==> src/rtl/day_9_onehot_to_binary.sv <==
// Streaming one-hot to binary encoder with a single registered output stage.
// Flags malformed words (zero or several bits set) and counts them, saturating.
//
// Ports:
//   clk          system clock, all state on rising edge
//   reset_n      asynchronous active-low reset
//   one_hot_i    one-hot input word (sampled only on accept)
//   in_valid_i   input word valid
//   in_ready_o   block can accept a word this cycle
//   bin_o        encoded index (lowest set bit when malformed)
//   err_o        word held in the output register was malformed
//   out_valid_o  bin_o / err_o valid
//   out_ready_i  downstream accepts output this cycle
//   err_clr_i    synchronous clear of err_cnt_o
//   err_cnt_o    saturating count of accepted malformed words
module day_9_onehot_to_binary #(
    parameter int ONEHOT_W = 16,
    parameter int BIN_W    = 4,
    parameter int ERRCNT_W = 8
) (
    input  logic                clk,
    input  logic                reset_n,
    input  logic [ONEHOT_W-1:0] one_hot_i,
    input  logic                in_valid_i,
    output logic                in_ready_o,
    output logic [BIN_W-1:0]    bin_o,
    output logic                err_o,
    output logic                out_valid_o,
    input  logic                out_ready_i,
    input  logic                err_clr_i,
    output logic [ERRCNT_W-1:0] err_cnt_o
);

    localparam logic [ERRCNT_W-1:0] CNT_MAX = '1;
    localparam logic [ERRCNT_W-1:0] CNT_ONE = ERRCNT_W'(1);
    localparam logic [ONEHOT_W-1:0] WORD_ONE = ONEHOT_W'(1);

    logic                out_valid;
    logic [BIN_W-1:0]    bin_q;
    logic                err_q;
    logic [ERRCNT_W-1:0] cnt_q;

    logic                accept;
    logic [BIN_W-1:0]    enc_bin;
    logic                enc_zero;
    logic                enc_multi;
    logic                enc_err;

    // Ready passes through from downstream so a full register can be
    // drained and refilled on the same edge; forced low during reset.
    assign in_ready_o = reset_n && (!out_valid || out_ready_i);
    assign accept     = in_valid_i && in_ready_o;

    // Scan from the top so the last hit is the lowest set bit (LSB priority).
    always_comb begin
        enc_bin = '0;
        for (int i = ONEHOT_W - 1; i >= 0; i--) begin
            if (one_hot_i[i]) begin
                enc_bin = BIN_W'(i);
            end
        end
    end

    // w & (w - 1) clears the lowest set bit; anything left means >1 bit set.
    assign enc_zero  = ~|one_hot_i;
    assign enc_multi = |(one_hot_i & (one_hot_i - WORD_ONE));
    assign enc_err   = enc_zero || enc_multi;

    always_ff @(posedge clk or negedge reset_n) begin
        if (!reset_n) begin
            out_valid <= 1'b0;
            bin_q     <= '0;
            err_q     <= 1'b0;
        end else if (accept) begin
            out_valid <= 1'b1;
            bin_q     <= enc_bin;
            err_q     <= enc_err;
        end else if (out_ready_i) begin
            out_valid <= 1'b0;
        end
    end

    // An errored accept coinciding with a clear restarts the count at one
    // so that error is not lost.
    always_ff @(posedge clk or negedge reset_n) begin
        if (!reset_n) begin
            cnt_q <= '0;
        end else if (accept && enc_err) begin
            if (err_clr_i) begin
                cnt_q <= CNT_ONE;
            end else if (cnt_q != CNT_MAX) begin
                cnt_q <= cnt_q + CNT_ONE;
            end
        end else if (err_clr_i) begin
            cnt_q <= '0;
        end
    end

    assign out_valid_o = out_valid;
    assign bin_o       = bin_q;
    assign err_o       = err_q;
    assign err_cnt_o   = cnt_q;

endmodule

==> config.mk <==
export PLATFORM = sky130hd
export DESIGN_NAME = day_9_onehot_to_binary
export DESIGN_NICKNAME = d
export VERILOG_FILES = /design/src/rtl/day_9_onehot_to_binary.sv
export SDC_FILE = /design/constraint.sdc
export NUM_CORES = 1
export LEC_CHECK = 0
export BUFFER_PORTS_ARGS = -buffer_cell sky130_fd_sc_hd__buf_2
export CAP_MARGIN = 0
export CORE_ASPECT_RATIO = 1.2
export CORE_MARGIN = 3
export CORE_UTILIZATION = 40
export CTS_BUF_LIST = sky130_fd_sc_hd__clkbuf_4 sky130_fd_sc_hd__clkbuf_8
export DETAILED_ROUTE_END_ITERATION = 12
export GPL_ROUTABILITY_DRIVEN = 0
export HOLD_SLACK_MARGIN = 0.1
export PLACE_DENSITY = 0.67
export RECOVER_POWER = 25
export SYNTH_ARGS = -nofsm -noshare
export SYNTH_HDL_FRONTEND = slang
export SYNTH_SLANG_ARGS = --single-unit
==> constraint.sdc <==
create_clock -name clk -period 4.7 [get_ports clk]
set_input_delay 0.94 -clock clk [delete_from_list [all_inputs] [get_ports clk]]
set_output_delay 0.94 -clock clk [all_outputs]
set_load 0.05 [all_outputs]
; After elaboration in Yosys (flattened, before gate mapping)
; Index checks and enable logic that the tools add are counted.
[totals]
register_bits = 14
input_bits = 21
out_inout_bits = 15
wordCells = 43
[op_classes]
addsub = 2
eq_ne = 1
muxes = 22
n_bitwise = 1
n_reduce_logical = 13
[op_table]
columns = cell, n
row1 = $mux 4, 16
row2 = $mux 8, 4
row3 = $reduce_or 16->1, 2
row4 = $and 16x16->16, 1
row5 = $sub 16x1->16 const B, 1
row6 = $add 8x1->8 const B, 1
row7 = $ne 8x8->1 const B, 1
row8 = $reduce_bool 2->1, 3
row9 = $logic_and 1x1->1, 3
row10 = $logic_not 1->1, 2
row11 = $logic_or 1x1->1, 2
row12 = $mux 1, 2
row13 = $reduce_and 2->1, 1

; Logic depth before layout (Yosys ltp)
; Gate-level depths: netlist of the first run.
[logic_depth]
word_depth = 16
mapped_depth = 7

; Least setup slack after synthesis of the first run
; OpenSTA, ideal clock, no wires.
[synth_timing]
path_kind = input-to-reg
from = input port one_hot_i[3]
to = register cnt_q[0], in the netlist err_cnt_o[0]
setup_ps = 134
arrival_ps = 2849
t_required_ps = 4566
path_slack_ps = 1717
path_stages = 7
cell_sequence = or4_1 > a2111oi_0 > o32ai_1 > nor4b_4 > nor3b_1 > a22oi_1 > o31ai_1
[synth_between]
elab_chain_len = 7
elab_cells_between_ends = 10
cone_classes = add/sub: 1 / mux: 1 / bitwise: 1 / reduce/logical: 7
[synth_lines]
columns = item, line
row1 = from (decl), 23  ; input logic [ONEHOT_W-1:0] one_hot_i,
row2 = $sub 16x1->16, 66  ; assign enc_multi = |(one_hot_i & (one_hot_i - WORD_ONE));
row3 = $and 16x16->16, 66
row4 = $reduce_or 16->1, 66
row5 = $logic_or 1x1->1 (*), 67  ; assign enc_err = enc_zero || enc_multi;
row6 = $logic_and 1x1->1 (*), 88  ; end else if (accept && enc_err) begin
row7 = $reduce_bool 2->1 (no line), --
row8 = $reduce_and 2->1 (no line), --
row9 = to (signal assigned), 92  ; cnt_q <= cnt_q + CNT_ONE;
row10 = to (decl), 41  ; logic [ERRCNT_W-1:0] cnt_q;
; Mark *: on every way between the ends. The rest lies on a longest branch, timed or not.
; A chain may end at the register's enable or synchronous reset.

; Final worst setup path of the first run
; Same ends and word-level chain as after synthesis.

==> metrics.md, run 1 <==
| Metric | Value |
|---|---|
| Yosys top cell by area | dfrtp_1 |
| Core Area | 2330 sq um |
| Cts hold-fix bufs | 0 |
| Syn nets | 138 |
| Main synth FF type | dfrtp_1 |
| Post-synth EDFFs | 0 |
| Reg2reg start | out_valid_o |
| Area contributors post-synth | dfrtp_1, nor2_1, nand2_1, or3_1, nor4_1 |
| Hold Crit Depth | 2 |
| H-tree depth | 1 |
| Bufs on Longest Clock Path | 2 |
| Detailed-route via count | 1,074 |
| Worst Slack Setup Final | 1.57 ns |
| Crit Path Category | in2reg |
| Total Routing Usage GR | 17.0% |
| CTS buffer count | 3 |
| TritonCTS Sinks | 14 |
| Synth top area share | 35.2% |
| CP peak stage delay | 0.59 ns |
| RSZ-0062 raised after global routing | false |
| Max Cap Viol | 0 |
| Tmin final | 3.13 ns |
| Most frequent cells after synthesis | nor2_1, dfrtp_1, nand2_1, or3_1 |
| Layout net count | 176 |
| Crit path launch | one_hot_i[3] |
| Final std cells w/o fill | 183 |
| Die X | 51.5 microns |
| I/O Pins | 36 |
| Hold Vio Cnt, Final | 0 |
| Number of gates resized after CTS | 0 |
| Fill count | 259 |
| Routed vias/inst | 5.87 |
| Wire length per cell | 13.7 microns |
| Full die area | 3120 sq um |
| Hold crit path type | reg2reg |
| Diode count | 0 |
| Dpl cells | 180 |
| Tcrit/Tclk final | 66.7% |
| Clk_skew | 0.00442 ns |
| Yosys warning total | 0 |
| CP Launch Type | primary input |
| Maximum net fanout on the critical path | 9 |
| Remaining global-route overflow | 0 |
| Asr flop ratio synth | 100% |
| Pre-antenna DRT Iters | 4 |
| Worst-Skew Late Latency | 0.28 ns |
| Final Max Slew Viols | 0 |
| Outcome | finished, final reports clean |
| Buffer and inverter count on the worst path | 1 |
| Internal power | 0.181 mW |
| Net switching fraction of the power | 36.0% |
| Peak supply drop | 191 uV |
| Crit. End Element | flop |
| CP max-delay cell | or4_1 |
| CTS Root Cell | clkbuf_4 |
| Post-synthesis sequential area ratio | 35.2% |
| Critical path depth | 8 |
| Comb power frac | 29.9% |
| Area of the multi-input gates | 622 sq um |
| Mean area per synthesized cell | 8.58 sq um |
| Final core utilization | 52.5% |
| Setup TNS | 0 ns |
| Crit-path cells | buf_2 > or4_1 > a2111oi_0 > o32ai_1 > nor4b_4 > nor3b_1 > a22oi_1 > o31ai_1 |
| Most frequent cell after synthesis | nor2_1 |
| Die Y | 60.6 microns |
| DRC violations left | 0 |
| Largest net degree at the start of global routing | 18 |
| Clk slew on worst S/H paths | 0.08 ns |
| Starting density of the core | 42.7% |
| Pwr dens | 231 nW/um^2 |
| Crit-path leading delay family | simple AND/OR/NAND/NOR gates |
| Psw | 0.102 mW |
| Dpl ws | 1.34 ns |
| Post-Syn Area | 995 sq um |
| CTS tree | built |
| Finish-stage setup viols | 0 |
| Port Buffers | 35 |
| Initial antenna violation count | 0 |
| Post-DP HPWL | 1.93 mm |
| Critical path data required time | 4.86 ns |
| Synth cell types | 43 |
| Post-Syn Instances | 116 |
| Flops & latches, synth | 14 |
| Setup Buffers After CTS | 0 |
| Final Hold Slack | 0.470 ns |
| Crit path DAT | 3.29 ns |
| Sequential Power Share | 46.6% |
| Area delta synth->final | 22.9% |
| Storage cell area | 350 sq um |
| Hold Crit Start | bin_o[1] |
| Static leakage | 0.527 nW |
| Total Wirelength | 2.50 mm |
| ANT nets after route | 0 |
| Clk pwr share | 23.5% |
| Iter 0 DRT Violations | 35 |
| Fmax | 319 MHz |
| First-pass GRT wire length | 4.02 mm |
| Final Total Pwr | 0.282 mW |
| Row count | 19 |
| Number of global-route vias before repair | 964 |
| Design area | 1220 sq um |
| Max transition margin | 50.0% |
| Share of cells above drive strength 1 | 26.3% |
| Worst-margin pin slew | 0.749 ns |
| Placed inst area | 1200 sq um |
| R2r worst-path depth | 6 |
==> final timing paths <==
kind,slack [ns],endpoint
max in group asynchronous,3.53,err_cnt_o[5]
min in group asynchronous,0.69,err_cnt_o[1]
worst max-delay path,1.57,err_cnt_o[0]
worst min-delay path,0.47,bin_o[1]
worst max register to register,2.76,err_cnt_o[1]
worst min register to register,0.47,bin_o[1]
==> worst reg2reg max path, stage by stage, from the launching register on <==
cell and delay, ns:
dfrtp_1 0.38, nand2b_1 0.09, and2_1 0.18, nand2_1 0.33, nor3b_1 0.54, mux2i_1 0.24, nor2_1 0.06
==> cells in the final DEF (no fill, tap or decap), drive strengths merged, types with 5 or more instances in the layout <==
cell / Yosys / routed
buf: 1 / 34
nor2: 15 / 15
dfrtp: 14 / 14
or3: 5 / 5
o21ai: 7 / 7
nand2: 10 / 10
nor4: 6 / 6
==> sequential cells by signal, summed over array words and instances (netlist names) <==
register	flops
out_valid_o	1
err_cnt_o	8
err_o	1
bin_o	4
==> power by group through the flow <==
stage / Sequential, mW / Clock [mW] / Combinational, mW
after CTS: 0.132 / 0.0668 / 0.0852
after floorplan: 0.160 / 0 / 0.0268
after global routing: 0.133 / 0.0734 / 0.0915
after global placement: 0.134 / 0 / 0.0830
after detailed placement: 0.134 / 0 / 0.0844
final: 0.132 / 0.0663 / 0.0844
==> layout make-up <==
type | instances | share of cell area (%)
multi-input combinational | 96 | 50.9
inverter | 4 | 1.23
timing repair buffer | 35 | 14.2
sequential | 14 | 28.7
clock buffer | 3 | 1.84
tap | 31 | 3.17
==> layer usage <==
| layer | up-vias | GRT usage [%] | wire (microns) |
|---|---|---|---|
| li1 | 528 | - | - |
| met1 | 505 | 20.0 | 1080 |
| met2 | 36 | 29.6 | 1240 |
| met3 | 5 | 3.93 | 142 |
| met4 | 0 | 7.49 | 40 |
| met5 | - | 0 | 0 |
==> kinds of logic (layout without fill, tap and decap cells) <==
group,Yosys count,after routing,synth area share (%)
mux,2,2,2.01
compound gates,28,28,19.9
fa+ha+maj,2,2,2.26
buf+inv,6,42,2.26
xor+xnor,3,3,2.64
simple gates,61,61,35.7
flops,14,14,35.2
Power figures use the tool's default switching activity.
==> inputs of run 2 (changes only) <==
PLACE_DENSITY = 0.69   (was 0.67)
clock period = 2.7 ns   (was 4.7 ns; I/O delays follow)
==> metrics.md, run 2 (synthesis results as in run 1) <==
| Metric | Value |
|---|---|
| Remaining global-route overflow | 0 |
| Pwr dens | 404 nW/um^2 |
| CTS Root Cell | clkbuf_4 |
| Setup Buffers After CTS | 0 |
| Full die area | 3120 sq um |
| Internal power | 0.353 mW |
| Area delta synth->final | 33.0% |
| Port Buffers | 35 |
| CP max-delay cell | or4_1 |
| Core Area | 2330 sq um |
| Net switching fraction of the power | 33.9% |
| Fmax | 398 MHz |
| Crit-path leading delay family | simple AND/OR/NAND/NOR gates |
| Final Max Slew Viols | 0 |
| CTS buffer count | 3 |
| I/O Pins | 36 |
| Bufs on Longest Clock Path | 2 |
| Layout net count | 188 |
| TritonCTS Sinks | 14 |
| Routed vias/inst | 5.64 |
| Finish-stage setup viols | 0 |
| Crit path DAT | 2.67 ns |
| R2r setup slk | 0.95 ns |
| Fill count | 229 |
| Static leakage | 0.589 nW |
| Clk pwr share | 27.9% |
| Worst-Skew Late Latency | 0.28 ns |
| Final core utilization | 56.8% |
| Clk slew on worst S/H paths | 0.08 ns |
| DRC violations left | 0 |
| Share of cells above drive strength 1 | 31.5% |
| R2r worst-path depth | 7 |
| Tmin final | 2.51 ns |
| CP peak stage delay | 0.59 ns |
| Outcome | finished, final reports clean |
| Final std cells w/o fill | 196 |
| Max transition margin | 50.0% |
| First-pass GRT wire length | 4.43 mm |
| RSZ-0062 raised after global routing | false |
| CTS tree | built |
| Peak supply drop | 364 uV |
| Most common cell after layout, fill and taps aside | buf_2 |
| Sequential Power Share | 42.9% |
| Hold crit path type | in2async |
| Total Routing Usage GR | 18.5% |
| Max Cap Viol | 0 |
| Crit. End Element | flop |
| Worst-margin pin slew | 0.750 ns |
| Hold Vio Cnt, Final | 0 |
| Number of gates resized after CTS | 0 |
| ANT nets after route | 0 |
| Dpl cells | 192 |
| Buffer and inverter count on the worst path | 2 |
| Iter 0 DRT Violations | 13 |
| Crit Path Category | in2reg |
| Tcrit/Tclk final | 93.0% |
| Largest net degree at the start of global routing | 15 |
| Worst r2r dst | err_cnt_o[3] |
| Max reg flops | 8 |
| Crit-path cells | buf_2 > or4_1 > a2111oi_0 > o32ai_1 > nor4b_4 > buf_4 > nor3b_1 > a22oi_1 > o31ai_1 |
| Total Wirelength | 2.69 mm |
| Maximum net fanout on the critical path | 9 |
| Wire length per cell | 13.7 microns |
| Diode count | 0 |
| Reg2reg start | err_cnt_o[0] |
| Post-DP HPWL | 2.15 mm |
| Psw | 0.182 mW |
| CP Launch Type | primary input |
| Number of global-route vias before repair | 1,075 |
| Comb power frac | 29.2% |
| Starting density of the core | 42.7% |
| Critical path data required time | 2.86 ns |
| H-tree depth | 1 |
| Pre-antenna DRT Iters | 4 |
| Commonest cells after routing, fill and taps aside | buf_2, nor2_1, dfrtp_1 |
| Row count | 19 |
| Setup TNS | 0 ns |
| Clk_skew | 0.00349 ns |
| Detailed-route via count | 1,105 |
| Cts hold-fix bufs | 0 |
| Die X | 51.5 microns |
| Initial antenna violation count | 0 |
| Die Y | 60.6 microns |
[run 2: how the worst max path moves through the flow]
stage / startpoint / end / slack [ns] / cells after the start
after floorplan: one_hot_i[3] / err_cnt_o[0] / 0.12 / 7
after global placement: one_hot_i[3] / err_cnt_o[0] / -0.01 / 9
after detailed placement: one_hot_i[3] / err_cnt_o[0] / -0.13 / 9
after CTS: one_hot_i[3] / err_cnt_o[0] / 0.18 / 9
after global routing: one_hot_i[3] / err_cnt_o[0] / 0.01 / 9
final: one_hot_i[3] / err_cnt_o[0] / 0.19 / 9
[run 2: layer usage]
metal  vias up  share of wire (%)  GRT usage [%]
met3         5                5.7          0.737
met2        35                 50           35.1
met1       513                 42           20.8
li1        552                  -              -
met4         0                2.0           10.1
met5         -                  0              0
[run 2: cell type report]
type                    instances  area [sq um]  share of cell area [%]
clock buffers                   4          36.3                    2.74
inverters                       4          15.0                    1.14
multi-input cells              96           622                    47.0
flip-flops and latches         14           350                    26.5
well taps                      31          38.8                    2.93
repair buffers                 47           260                    19.7
[run 2: power by group through the flow]
stage	registers [mW]	logic, mW	clock network, mW
final	0.230	0.156	0.149
after global placement	0.233	0.154	0
after detailed placement	0.234	0.158	0
after CTS	0.230	0.158	0.158
after floorplan	0.278	0.0466	0
after global routing	0.232	0.170	0.166
[run 2: metrics by stage]
stage               setup WS [ns]  hold WS, ns  power [mW]  cell area, sq um
floorplan                   0.117        0.244       0.324               995
finish                      0.190        0.456       0.535              1320
global placement          -0.0106        0.455       0.387              1290
detailed placement         -0.128        0.474       0.391              1290
CTS                         0.183        0.215       0.545              1330
global route               0.0111        0.495       0.567              1320
==> inputs of run 3 (changes only) <==
CELL_PAD_IN_SITES_DETAIL_PLACEMENT = 0   (was unset)
CELL_PAD_IN_SITES_GLOBAL_PLACEMENT = 2   (was unset)
CORE_UTILIZATION = 26   (was 40)
PLACE_DENSITY = unset   (was 0.69)
PLACE_DENSITY_LB_ADDON = 0.1   (was unset)
==> metrics.md, run 3 (synthesis results as in run 1) <==
| Metric | Value |
|---|---|
| Initial antenna violation count | 0 |
| Met2 Usage GRT | 25.2% |
| Design area | 1380 sq um |
| Hold Crit Depth | 1 |
| Share of cells above drive strength 1 | 31.9% |
| RSZ-0062 raised after global routing | false |
| Largest net degree at the start of global routing | 15 |
| Fmax | 403 MHz |
| Hold Vio Cnt, Final | 0 |
| Cts hold-fix bufs | 0 |
| Outcome | finished, final reports clean |
| Crit Path Category | in2reg |
| Port Buffers | 35 |
| CP max-delay cell | or4_1 |
| GR Layer Usage met3 | 1.99% |
| CP peak stage delay | 0.59 ns |
| Full die area | 4610 sq um |
| Pre-antenna DRT Iters | 4 |
| Setup Buffers After CTS | 0 |
| Iter 0 DRT Violations | 53 |
| Max transition margin | 46.3% |
| Row count | 24 |
| Wire length per cell | 13.1 microns |
| Max reg flops | 8 |
| Peak supply drop | 224 uV |
| ANT nets after route | 0 |
| Pwr dens | 430 nW/um^2 |
| TritonCTS Sinks | 14 |
| Clk slew on worst S/H paths | 0.06 ns |
| Max Cap Viol | 0 |
| H-tree depth | 1 |
| Remaining global-route overflow | 0 |
| I/O Pins | 36 |
| Crit-path cells | buf_2 > or4_1 > a2111oi_1 > o32ai_1 > nor4b_4 > buf_4 > nor3b_1 > a22oi_1 > o31ai_1 |
| Total Routing Usage GR | 13.4% |
| CTS tree | built |
| Routed vias/inst | 5.00 |
| Maximum net fanout on the critical path | 9 |
| Gr busiest metal | met2 |
| Hold crit path type | reg2reg |
| Layout net count | 189 |
| Final Max Slew Viols | 0 |
| Static leakage | 0.602 nW |
| Finish-stage setup viols | 0 |
| Crit. End Element | flop |
| Final Total Pwr | 0.591 mW |
| DRC violations left | 0 |
| Clk_skew | 0.00492 ns |
| Global Route met1 Usage | 15.0% |
| Crit path DAT | 2.60 ns |
| Core Area | 3660 sq um |
| Worst-Skew Late Latency | 0.25 ns |
| CTS Root Cell | clkbuf_8 |
| Bufs on Longest Clock Path | 2 |
| Tmin final | 2.48 ns |
| Detailed-route via count | 1,089 |
| Tcrit/Tclk final | 91.8% |
| CP Launch Type | primary input |
| Post-DP HPWL | 2.31 mm |
| Number of gates resized after CTS | 0 |
| Commonest cells after routing, fill and taps aside | buf_2, nor2_1, dfrtp_1 |
| Placed inst area | 1330 sq um |
| Worst-margin pin slew | 0.805 ns |
| Diode count | 0 |
| Starting density of the core | 27.2% |
| Critical path data required time | 2.83 ns |
| First-pass GRT wire length | 4.97 mm |
| CTS buffer count | 3 |
| Number of global-route vias before repair | 1,102 |
| Most common cell after layout, fill and taps aside | buf_2 |
| Die Y | 73.8 microns |
| Die X | 62.5 microns |
| Total Wirelength | 2.86 mm |
| R2r worst-path depth | 6 |
| Area delta synth->final | 38.4% |
[run 3: report_power, final]
part / total [mW] / internal (mW) / switching (mW)
Clock: 0.205 / 0.129 / 0.0762
Combinational: 0.156 / 0.0488 / 0.107
Sequential: 0.230 / 0.222 / 0.00776
[run 3: critical path, delay by kind of cell]
family                 cells  cell delay, ns
AO/OA/AOI/OAI              4            0.84
buffers and inverters      2            0.29
AND/OR/NAND/NOR            3            0.93
[run 3: worst paths after layout]
path,startpoint,slack [ns],end
min reg2reg,err_o,0.47,err_o
min in group asynchronous,reset_n,0.54,out_valid_o
max reg2reg,out_valid_o,0.98,err_cnt_o[6]
min,err_o,0.47,err_o
max,one_hot_i[3],0.22,err_cnt_o[0]
max in group asynchronous,reset_n,1.65,err_cnt_o[5]
[run 3: final cells by class]
| class | count | area, sq um |
|---|---|---|
| fillers | 411 | 2290 |
| multi-input cells | 96 | 623 |
| flip-flops and latches | 14 | 350 |
| repair buffers | 48 | 268 |
| well taps | 52 | 65.1 |
| clock buffers | 4 | 55.1 |
| inverters | 4 | 15.0 |
[run 3: per-layer routing]
metal	up-vias	routed length, microns
met5	-	0
met4	0	48
met3	5	97
met2	24	1450
met1	505	1260
li1	555	-
[run 3: stage by stage]
step / cells / hold WS, ns / utilization (%) / TNS, ns / worst slack (ns)
floorplan: 116 / 0.244 / - / 0 / 0.117
CTS: 218 / 0.283 / 37.7 / 0 / 0.175
finish: 218 / 0.470 / 37.6 / 0 / 0.221
global route: 218 / 0.493 / 37.6 / 0 / 0.0150
detailed placement: 214 / 0.460 / 36.2 / -0.349 / -0.104
global placement: 214 / 0.463 / 36.2 / -0.158 / -0.0457
